### src/rtl/store_buffer.sv
// store_buffer: MEM-stage store path. Formats SB/SH/SW data and byte enables into data-memory
// lane order (byte offset 0 -> bits [31:24]) and queues them in an in-order FIFO of DEPTH entries.
// The FIFO drains one entry per cycle to the data-memory write port. Loads that hit a pending
// store word are flagged so the pipeline can stall.
//
// Optional feature macro: STB_MERGE_EN. When defined, a store to the same word as the youngest
// entry merges into that entry instead of allocating a new one.
//
// Ports:
//   cpu_clk_50M, cpu_rst        clock, synchronous active-high reset
//   st_valid/st_ready           store request handshake from MEM stage
//   st_size/st_addr/st_data     store size (00 B, 01 H, 1x W), byte address, register value
//   st_ades                     misaligned store (combinational, no enqueue)
//   ld_check/ld_addr/ld_hazard  load word-address match against pending stores
//   dm_we/dm_addr/dm_din/dm_ack head entry presented to data memory; ack pops it
//   sb_empty/count              occupancy status
module store_buffer #(
   parameter int unsigned DEPTH = 4,
   parameter int unsigned CNT_W = 3
) (
   input  logic             cpu_clk_50M,
   input  logic             cpu_rst,
   input  logic             st_valid,
   output logic             st_ready,
   input  logic [1:0]       st_size,
   input  logic [31:0]      st_addr,
   input  logic [31:0]      st_data,
   output logic             st_ades,
   input  logic             ld_check,
   input  logic [31:0]      ld_addr,
   output logic             ld_hazard,
   output logic [3:0]       dm_we,
   output logic [31:0]      dm_addr,
   output logic [31:0]      dm_din,
   input  logic             dm_ack,
   output logic             sb_empty,
   output logic [CNT_W-1:0] count
);

   localparam int unsigned PTR_W = $clog2(DEPTH);

   logic [DEPTH-1:0] valid_q, valid_d;
   logic [29:0]      addr_q [DEPTH];
   logic [29:0]      addr_d [DEPTH];
   logic [3:0]       we_q   [DEPTH];
   logic [3:0]       we_d   [DEPTH];
   logic [31:0]      din_q  [DEPTH];
   logic [31:0]      din_d  [DEPTH];
   logic [PTR_W-1:0] head_q, head_d, tail_q, tail_d, last_idx;
   logic [CNT_W-1:0] count_q, count_d;

   logic [3:0]  fmt_we;
   logic [31:0] fmt_din;
   logic        push, pop, alloc, merge_hit, has_room;
   logic        unused_ld;

   assign unused_ld = ^ld_addr[1:0];

   // Lane formatting: byte offset 0 lands in bits [31:24].
   always_comb begin
      fmt_we  = 4'b0000;
      fmt_din = 32'h0;
      case (st_size)
         2'b00: begin
            fmt_we  = 4'b1000 >> st_addr[1:0];
            fmt_din = {st_data[7:0], 24'h0} >> {st_addr[1:0], 3'b000};
         end
         2'b01: begin
            if (!st_addr[1]) begin
               fmt_we  = 4'b1100;
               fmt_din = {st_data[7:0], st_data[15:8], 16'h0};
            end else begin
               fmt_we  = 4'b0011;
               fmt_din = {16'h0, st_data[7:0], st_data[15:8]};
            end
         end
         default: begin
            fmt_we  = 4'b1111;
            fmt_din = {st_data[7:0], st_data[15:8], st_data[23:16], st_data[31:24]};
         end
      endcase
   end

   assign st_ades  = st_valid && (((st_size == 2'b01) && st_addr[0]) ||
                                  (st_size[1] && (st_addr[1:0] != 2'b00)));
   assign sb_empty = (count_q == '0);
   assign count    = count_q;
   assign last_idx = tail_q - PTR_W'(1);
   assign has_room = (count_q < CNT_W'(DEPTH));
   assign pop      = !sb_empty && dm_ack;

`ifdef STB_MERGE_EN
   // Youngest entry may absorb a same-word store unless it is the head leaving this cycle.
   assign merge_hit = !sb_empty && (addr_q[last_idx] == st_addr[31:2]) &&
                      !(pop && (count_q == CNT_W'(1)));
   assign st_ready  = has_room || merge_hit;
`else
   assign merge_hit = 1'b0;
   assign st_ready  = has_room;
`endif

   assign push  = st_valid && !st_ades && st_ready;
   assign alloc = push && !merge_hit;

   always_comb begin
      valid_d = valid_q;
      addr_d  = addr_q;
      we_d    = we_q;
      din_d   = din_q;
      head_d  = head_q;
      tail_d  = tail_q;
      if (pop) begin
         valid_d[head_q] = 1'b0;
         head_d          = head_q + PTR_W'(1);
      end
`ifdef STB_MERGE_EN
      if (push && merge_hit) begin
         we_d[last_idx] = we_q[last_idx] | fmt_we;
         for (int i = 0; i < 4; i++) begin
            if (fmt_we[i]) din_d[last_idx][8*i +: 8] = fmt_din[8*i +: 8];
         end
      end
`endif
      if (alloc) begin
         valid_d[tail_q] = 1'b1;
         addr_d[tail_q]  = st_addr[31:2];
         we_d[tail_q]    = fmt_we;
         din_d[tail_q]   = fmt_din;
         tail_d          = tail_q + PTR_W'(1);
      end
      count_d = count_q + CNT_W'(alloc) - CNT_W'(pop);
   end

   always_ff @(posedge cpu_clk_50M) begin
      if (cpu_rst) begin
         valid_q <= '0;
         head_q  <= '0;
         tail_q  <= '0;
         count_q <= '0;
         for (int i = 0; i < DEPTH; i++) begin
            addr_q[i] <= '0;
            we_q[i]   <= '0;
            din_q[i]  <= '0;
         end
      end else begin
         valid_q <= valid_d;
         head_q  <= head_d;
         tail_q  <= tail_d;
         count_q <= count_d;
         addr_q  <= addr_d;
         we_q    <= we_d;
         din_q   <= din_d;
      end
   end

   always_comb begin
      ld_hazard = 1'b0;
      for (int i = 0; i < DEPTH; i++) begin
         if (valid_q[i] && (addr_q[i] == ld_addr[31:2])) ld_hazard = ld_check;
      end
   end

   assign dm_we   = sb_empty ? 4'b0000 : we_q[head_q];
   assign dm_addr = sb_empty ? 32'h0 : {addr_q[head_q], 2'b00};
   assign dm_din  = sb_empty ? 32'h0 : din_q[head_q];

endmodule

### config.mk
export PLATFORM = sky130hd
export DESIGN_NAME = store_buffer
export DESIGN_NICKNAME = d
export VERILOG_FILES = /design/src/rtl/store_buffer.sv
export SDC_FILE = /design/constraint.sdc
export NUM_CORES = 1
export LEC_CHECK = 0
export CAP_MARGIN = 20
export CELL_PAD_IN_SITES_DETAIL_PLACEMENT = 0
export CELL_PAD_IN_SITES_GLOBAL_PLACEMENT = 2
export CORE_MARGIN = 4
export CORE_UTILIZATION = 37
export CTS_CLUSTER_DIAMETER = 120
export DETAILED_ROUTE_END_ITERATION = 8
export PLACE_DENSITY = 0.95
export SYNTH_ARGS = -nofsm -noshare
export SYNTH_HDL_FRONTEND = slang
export SYNTH_SLANG_ARGS = --single-unit
export TNS_END_PERCENT = 10
### constraint.sdc
create_clock -name cpu_clk_50M -period 6.6 [get_ports cpu_clk_50M]
set_input_delay 0.66 -clock cpu_clk_50M [delete_from_list [all_inputs] [get_ports cpu_clk_50M]]
set_output_delay 0.66 -clock cpu_clk_50M [all_outputs]
set_load 0.01 [all_outputs]
==> results of run 1 <==
-- synthesized netlist by cell type, drive strengths merged --
cell type,number
nor2b,71
clkinv,1
nand3,32
fa,1
xor2,44
nand4,24
o21ai,7
mux4,66
xnor2,80
clkbuf,74
o21a,2
nor2,129
and2,5
buf,71
a21oi,166
nand2b,1
nor4,16
ha,10
a21o,2
inv,10
nor3b,1
a22oi,16
dfxtp,275
o21ba,1
conb,1
a41oi,1
nand2,297
a32oi,1
o31a,1
nor3,6
a211oi,115
-- stage by stage --
step	hold slack (ps)	instances	area, µm²	power, µW
2_1_floorplan	433.1	1528	13470	2537
3_3_place_gp	438.9	2030	15170	2956
3_5_place_dp	446.4	2031	15200	2969
4_1_cts	454.1	2088	16150	4603
5_1_grt	472.8	2089	16150	4760
6_report	450.0	2089	16150	4554
-- worst register-to-register path, stage by stage (launching register included) --
cell                      delay [ps]
sky130_fd_sc_hd__dfxtp_1         420
sky130_fd_sc_hd__nor3_2          210
sky130_fd_sc_hd__buf_4           740
sky130_fd_sc_hd__nor2b_1         440
sky130_fd_sc_hd__ha_1            410
sky130_fd_sc_hd__inv_1            40
sky130_fd_sc_hd__ha_1            190
sky130_fd_sc_hd__fa_1            410
sky130_fd_sc_hd__xnor2_1         190
sky130_fd_sc_hd__xnor2_1         130
sky130_fd_sc_hd__nor2_1           50
-- cells in the final DEF, fill, tap and decap left out, drive strengths merged --
cell type      synthesis  final
nor2                 129    129
xor2                  44     44
a211oi               115    115
mux4                  66     66
nand3                 32     32
xnor2                 80     80
bufinv                 0      1
nor4                  16     16
ha                    10     10
clkinv                 1      9
nand2                297    297
o21ba                  1      1
nor3b                  1      1
nor2b                 71     71
buf                   71     14
a41oi                  1      1
dfxtp                275    275
conb                   1      2
o21a                   2      2
clkdlybuf4s50          0    172
nor3                   6      6
and2                   5      5
a21oi                166    166
inv                   10     13
a21o                   2      2
o31a                   1      1
o21ai                  7      7
a22oi                 16     16
fa                     1      1
diode                  0      1
nand4                 24     24
a32oi                  1      1
nand2b                 1      1
clkbuf                74     46
-- area by class of cell --
| class | count | area share (%) |
|---|---|---|
| Inverter | 11 | 0.2557 |
| Timing Repair Buffer | 187 | 11.60 |
| Clock inverter | 12 | 0.6198 |
| Antenna cell | 1 | 0.01550 |
| Clock buffer | 45 | 5.253 |
| Sequential cell | 275 | 34.14 |
| Multi-Input combinational cell | 1097 | 44.55 |
| Tap cell | 461 | 3.572 |
-- registers in the layout (all words and copies together), names as in the netlist --
| register | cells |
|---|---|
| addr_q | 120 |
| count | 3 |
| din_q | 128 |
| head_q | 2 |
| tail_q | 2 |
| valid_q | 4 |
| we_q | 16 |
-- power groups by stage --
stage | clock network (µW) | registers [µW] | logic, µW
floorplan | 0 | 1810 | 723
global placement | 0 | 1930 | 1030
detailed placement | 0 | 1930 | 1040
CTS | 1670 | 1890 | 1040
global route | 1740 | 1910 | 1120
finish | 1640 | 1880 | 1030
-- worst paths after layout --
kind | startpoint | end | slack, ps
hold reg to reg | din_q[29]$_SDFFE_PP0P_ | din_q[29]$_SDFFE_PP0P_ | 450
hold / removal | din_q[29]$_SDFFE_PP0P_ | din_q[29]$_SDFFE_PP0P_ | 450
setup / recovery | head_q[0]$_SDFFE_PP0N_ | dm_din[26] | 2480
setup reg to reg | count[2]$_SDFF_PP0_ | count[2]$_SDFF_PP0_ | 3220
-- logic make-up (layout without fill, tap and decap cells) --
kind of cell	count (synthesis)	in the layout	share of synthesized area, %
XOR/XNOR	124	124	8.065
AND/OR/NAND/NOR	582	582	18.85
other	1	3	0.02785
multiplexers	66	66	11.04
adder cells (fa/ha/maj)	11	11	1.078
buffers and inverters	156	255	5.826
flip-flops	275	275	40.88
AO/OA/AOI/OAI	312	312	14.23
-- routing by layer --
metal	GRT usage, %	up-vias	wire, µm
met1	30.16	5454	19070
met5	0	-	13
met3	3.184	77	3032
li1	-	5418	-
met4	5.800	2	1263
met2	33.51	404	19510
==> PnR_summary.wiki, run 1 <==
{| class="wikitable"
! Metric !! Value
|-
| Status || finished clean
|-
| Detailed-routing iteration count for the pre-antenna-repair pass || 7
|-
| Total area of multi-input combinational cells || 7194 µm²
|-
| Worst vdd rail ir drop || 0.1909 mV
|-
| Max-slew violation total from the final report || 0
|-
| Data required time at the worst endpoint || 5940 ps
|-
| Worst relative slew slack || 28.73%
|-
| Distinct cells, synth || 35
|-
| Post-Route Utilization || 45.18%
|-
| Synthesis-stage register bit count || 275
|-
| Via count || 11.36k
|-
| Total number of yosys warnings || 0
|-
| Net switching component of the power || 1411 µW
|-
| Register-to-Register Path Depth || 10
|-
| Portion of synthesized cell area occupied by the leading cell type || 40.88%
|-
| Minimum setup slack after placement || 2461 ps
|-
| Sequential Area || 5513 µm²
|-
| Hold-fix buffers, CTS || 0
|-
| Shortest clock period the worst path allows after layout || 4119 ps
|-
| Total clock buffers created by CTS || 31
|-
| Post-synthesis sequential area ratio || 40.88%
|-
| Total number of placement rows || 69
|-
| Worst path depth || 4
|-
| DRC viols || 0
|-
| CP delay by family, top || buffers and inverters
|-
| Maximum clock frequency || 242.8 MHz
|-
| Summed instance area of the synthesized netlist || 13470 µm²
|-
| Clock slew at reported path FFs || 60 ps
|-
| Width of the die || 198.8 µm
|-
| PwrDens || 282.0 nW/µm²
|-
| Leading post-synthesis cells by cell area || sky130_fd_sc_hd__dfxtp_1, sky130_fd_sc_hd__mux4_2, sky130_fd_sc_hd__nand2_1
|-
| Slew @ Worst Pin || 1069 ps
|-
| Cell internal pwr || 3143 µW
|-
| Min-Delay Path Depth || 2
|-
| Global-route wire length before repair || 65.69 mm
|-
| Top Ports || 178
|-
| Period utilization || 62.40%
|-
| Switch share || 30.98%
|-
| Clock net sink count || 275
|-
| Tightest Hold Check Type || reg -> reg
|-
| Synthesized area per cell || 8.818 µm²
|-
| Count of nets left with antenna violations after detail routing || 0
|-
| Die area || 39510 µm²
|-
| Worst setup skew after layout || 16.28 ps
|-
| CTS Buffer Depth || 3
|-
| Part of the total power dissipated in the clock network || 36.0%
|-
| Fraction of final layout cells with drive strength greater than 1 || 8.359%
|-
| Port Buffers || 173
|-
| Data arrival time of the critical path || 3460 ps
|-
| Maximum capacitance violations || 0
|-
| Buffers & Inverters on Critical Path || 2
|-
| Source-to-sink clock delay at the later pin of the worst-skew pair || 570 ps
|-
| Final net count || 1717
|-
| Final number of setup-violating endpoints || 0
|-
| Global routing usage summed across all routing layers || 21.11%
|-
| Area of the core region || 35740 µm²
|-
| Maximum fanout along the worst path || 46
|-
| Leakage Power || 0.005124 µW
|-
| Number of H-tree branching levels || 1
|-
| Total global routing overflow || 0
|-
| Drt total wl || 42.90 mm
|-
| Detailed Route Iter0 Violations || 857
|-
| Number of fillers in the final layout || 3549
|-
| CP max-delay cell || sky130_fd_sc_hd__dfxtp_4
|-
| Antenna violations before repair || 3
|-
| Count of instances resized after the clock tree is built || 0
|-
| Number of hold violations in the final report || 0
|-
| Gate count of the mapped netlist || 1527
|-
| Class of the most critical setup path || reg -> out
|-
| Type of element launching the critical path || flip-flop
|-
| Setup repair after global routing missed its margin || no
|-
| Post-CTS Setup Bufs || 0
|-
| Vias per cell || 5.436
|-
| Largest incremental delay on the critical path || 980 ps
|-
| Routability congestion estimate || 0.8372
|-
| Final setup margin || 2481 ps
|-
| Height of the die || 198.8 µm
|-
| Critical path cell sequence || buf_4 -> mux4_2 -> nor2b_1 -> clkdlybuf4s50_1
|-
| Total half-perimeter wirelength after legalization and detailed placement || 27.21 mm
|-
| Sum Neg Setup Slack || 0 ps
|-
| Synth-to-Final Area Change || 19.93%
|-
| Yosys top cell by area || sky130_fd_sc_hd__dfxtp_1
|-
| CTS tree || yes
|-
| Root buffer cell || sky130_fd_sc_hd__clkbuf_16
|-
| Part of the power in registers || 41.4%
|-
| Power share of the combinational group || 22.6%
|-
| Vias in the first global route || 10.97k
|-
| Endpoint kind of the worst setup timing path || output pin
|-
| Largest net degree at the start of global routing || 228
|-
| Initial Util || 37.67%
|-
| WL/cell || 20.53 µm
|}
Note: power is estimated with default switching activity, not from simulation.
==> inputs of run 2 (changes only) <==
--- a/config.mk
+++ b/config.mk
@@ -9,10 +9,10 @@
 export CELL_PAD_IN_SITES_DETAIL_PLACEMENT = 0
 export CELL_PAD_IN_SITES_GLOBAL_PLACEMENT = 2
 export CORE_MARGIN = 4
-export CORE_UTILIZATION = 37
+export CORE_UTILIZATION = 34
 export CTS_CLUSTER_DIAMETER = 120
 export DETAILED_ROUTE_END_ITERATION = 8
-export PLACE_DENSITY = 0.95
+export PLACE_DENSITY = 0.91
 export SYNTH_ARGS = -nofsm -noshare
 export SYNTH_HDL_FRONTEND = slang
 export SYNTH_SLANG_ARGS = --single-unit
==> constraint.sdc (replaced) <==
create_clock -name cpu_clk_50M -period 3.9 [get_ports cpu_clk_50M]
set_input_delay 0.39 -clock cpu_clk_50M [delete_from_list [all_inputs] [get_ports cpu_clk_50M]]
set_output_delay 0.39 -clock cpu_clk_50M [all_outputs]
set_load 0.01 [all_outputs]
==> run 2 against run 1 <==
Worst hold slack improved by 1.8 ps. Worst setup slack got worse by 2000 ps. Critical endpoint is now ld_hazard. First-iteration DRC count increased by 4.8%. Highest routed layer is now met4. Utilization decreased by 2.6 points. Critical path type is now in -> out. Cell area increased by 2.6%. Count of clock-buffer cells in the layout increased by 6. Die area increased by 8.5%. Largest power group unchanged. Final cell count increased by 3.5%.
==> PnR_summary.wiki, run 2 (synthesized netlist as in run 1, its figures left out) <==
{| class="wikitable"
! Metric !! Value
|-
| Status || finished clean
|-
| Switch share || 30.23% (-0.75 points)
|-
| CTS Buffer Depth || 3 (unchanged)
|-
| Global-route wire length before repair || 68.61 mm (+4.4%)
|-
| Final Power || 8066 µW (+77%)
|-
| Setup repair after global routing missed its margin || no
|-
| Tightest Hold Check Type || reg -> reg
|-
| Registers with the most flip-flops || din_q: 128 flops, addr_q: 120 flops, we_q: 16 flops
|-
| Post-CTS Setup Bufs || 0 (unchanged)
|-
| Worst vdd rail ir drop || 0.3137 mV (+64%)
|-
| Reg with most FFs || din_q
|-
| Final std cell area, no fill || 16570 µm² (+2.6%)
|-
| Height of the die || 207.0 µm (+4.1%)
|-
| Final number of setup-violating endpoints || 0 (unchanged)
|-
| Synth-to-Final Area Change || 23.06%
|-
| Power share of the combinational group || 23.2% (+0.6 points)
|-
| Part of the total power dissipated in the clock network || 37.8% (+1.8 points)
|-
| Total global routing overflow || 0 (unchanged)
|-
| Final cell count without fillers || 2162 (+3.5%)
|-
| Count of nets left with antenna violations after detail routing || 0 (unchanged)
|-
| Root buffer cell || sky130_fd_sc_hd__clkbuf_16
|-
| Net switching component of the power || 2438 µW (+73%)
|-
| Antenna violations before repair || 0 (-3)
|-
| Sum Neg Setup Slack || 0 ps (unchanged)
|-
| Total half-perimeter wirelength after legalization and detailed placement || 29.41 mm (+8.1%)
|-
| Max reg flops || 128 (unchanged)
|-
| Period utilization || 87.43%
|-
| Vias in the first global route || 11.38k (+3.7%)
|-
| Global routing usage summed across all routing layers || 19.93% (-1.2 points)
|-
| Fraction of final layout cells with drive strength greater than 1 || 9.428% (+1.1 points)
|-
| WL/cell || 20.49 µm (-0.21%)
|-
| Shortest clock period the worst path allows after layout || 3410 ps
|-
| Maximum clock frequency || 293.3 MHz
|-
| Number of H-tree branching levels || 2 (+1)
|-
| Cell internal pwr || 5628 µW (+79%)
|-
| Width of the die || 207.0 µm (+4.1%)
|-
| Total clock buffers created by CTS || 34 (+9.7%)
|-
| Top Ports || 178 (unchanged)
|-
| Endpoint kind of the worst setup timing path || output pin
|-
| CTS tree || yes
|-
| Routability congestion estimate || 0.9023 (+7.8%)
|-
| Clock net sink count || 275 (unchanged)
|-
| Worst setup skew after layout || 20.96 ps (+4.675 ps)
|-
| Final net count || 1736 (+1.1%)
|-
| Hold-fix buffers, CTS || 0 (unchanged)
|-
| Part of the power in registers || 39.0% (-2.4 points)
|-
| Data required time at the worst endpoint || 3510 ps (-2430 ps)
|-
| Number of hold violations in the final report || 0 (unchanged)
|-
| Drt total wl || 44.30 mm (+3.3%)
|-
| Worst relative slew slack || 34.85% (+6.1 points)
|-
| Most common cell after layout, fill and taps aside || sky130_fd_sc_hd__nand2_1
|-
| Data arrival time of the critical path || 3020 ps (-440 ps)
|-
| Total number of placement rows || 72 (+4.3%)
|-
| Maximum fanout along the worst path || 4 (-91%)
|-
| Diode insertion count for antenna repair || 0 (-1)
|-
| Count of instances resized after the clock tree is built || 0 (unchanged)
|-
| Slew @ Worst Pin || 977.3 ps (-91.75 ps)
|-
| Source-to-sink clock delay at the later pin of the worst-skew pair || 510 ps (-60 ps)
|-
| Type of element launching the critical path || input pin
|-
| DRC viols || 0 (unchanged)
|-
| Class of the most critical setup path || in -> out
|-
| Clock slew at reported path FFs || 50 ps (about the same)
|-
| Die area || 42850 µm² (+8.5%)
|-
| Port Buffers || 173 (unchanged)
|-
| Number of cells in the design after placement || 2103 (+3.5%)
|-
| Commonest non-fill, non-tap cells in the layout || sky130_fd_sc_hd__nand2_1, sky130_fd_sc_hd__dfxtp_1, sky130_fd_sc_hd__clkdlybuf4s50_1
|-
| Max-slew violation total from the final report || 0 (unchanged)
|-
| Detailed-routing iteration count for the pre-antenna-repair pass || 5 (-2)
|-
| DP Area || 15460 µm² (+1.7%)
|-
| Vias per cell || 5.264 (-3.2%)
|-
| Initial Util || 34.60% (-3.1 points)
|-
| Area of the core region || 38920 µm² (+8.9%)
|-
| Maximum capacitance violations || 0 (unchanged)
|-
| Leakage Power || 0.005288 µW (+3.2%)
|-
| Via count || 11.38k (+0.22%)
|-
| Largest net degree at the start of global routing || 135 (-41%)
|-
| Detailed Route Iter0 Violations || 898 (+4.8%)
|-
| PwrDens || 486.7 nW/µm² (+73%)
|}
-- run 2: cell types whose count changed in the layout (fill, tap and decap cells not counted), sizes merged --
cell,change
clkinvlp,+1
inv,-3
clkbuf,+6
buf,+16
diode,-1
clkinv,-3
-- run 2: final timing paths --
| path | endpoint | depth (start not counted) | slack (ps) | start |
|---|---|---|---|---|
| worst max-delay path | ld_hazard | 7 | 490 | ld_addr[21] |
| worst max register to register | count[2]$_SDFF_PP0_ | 10 | 1390 | count[2]$_SDFF_PP0_ |
| worst min-delay path | din_q[62]$_SDFFE_PP0P_ | 2 | 450 | din_q[62]$_SDFFE_PP0P_ |
| worst min register to register | din_q[62]$_SDFFE_PP0P_ | 2 | 450 | din_q[62]$_SDFFE_PP0P_ |
-- run 2: layout make-up --
cell class | count | area [µm²]
Fill cell | 3835 | 22350
Multi-Input combinational cell | 1097 | 7194
Sequential cell | 275 | 5513
Timing Repair Buffer | 203 | 2093
Clock buffer | 51 | 996.0
Tap cell | 518 | 648.1
Clock inverter | 7 | 85.08
Inverter | 11 | 41.29
-- run 2: power groups by stage --
stage               combinational (µW)  sequential [µW]  clock (µW)
global route                      2020             3170        3210
global placement                  1880             3200           0
floorplan                         1220             3070           0
CTS                               1910             3150        3110
finish                            1870             3140        3050
detailed placement                1900             3210           0
-- run 2: worst max-delay path, stage by stage --
cell	delay, ps
sky130_fd_sc_hd__clkdlybuf4s50_1	520
sky130_fd_sc_hd__xnor2_1	420
sky130_fd_sc_hd__nand4_1	230
sky130_fd_sc_hd__nor4_1	380
sky130_fd_sc_hd__nand4_1	150
sky130_fd_sc_hd__a41oi_1	320
sky130_fd_sc_hd__clkdlybuf4s50_1	610
-- run 2: layer usage --
layer / GRT usage, % / wire length (µm)
met1: 27.99 / 19840
met2: 31.75 / 20410
met3: 3.419 / 2815
met4: 5.746 / 1234
met5: 0 / 0
-- run 2: per-stage QoR --
step	util, %	setup slack [ps]	hold slack (ps)
finish	42.58	490.3	451.8
global route	42.58	460.0	468.8
CTS	42.51	601.0	454.8
detailed placement	39.73	636.9	446.9
global placement	39.73	626.0	438.8
floorplan	-	1534	433.1
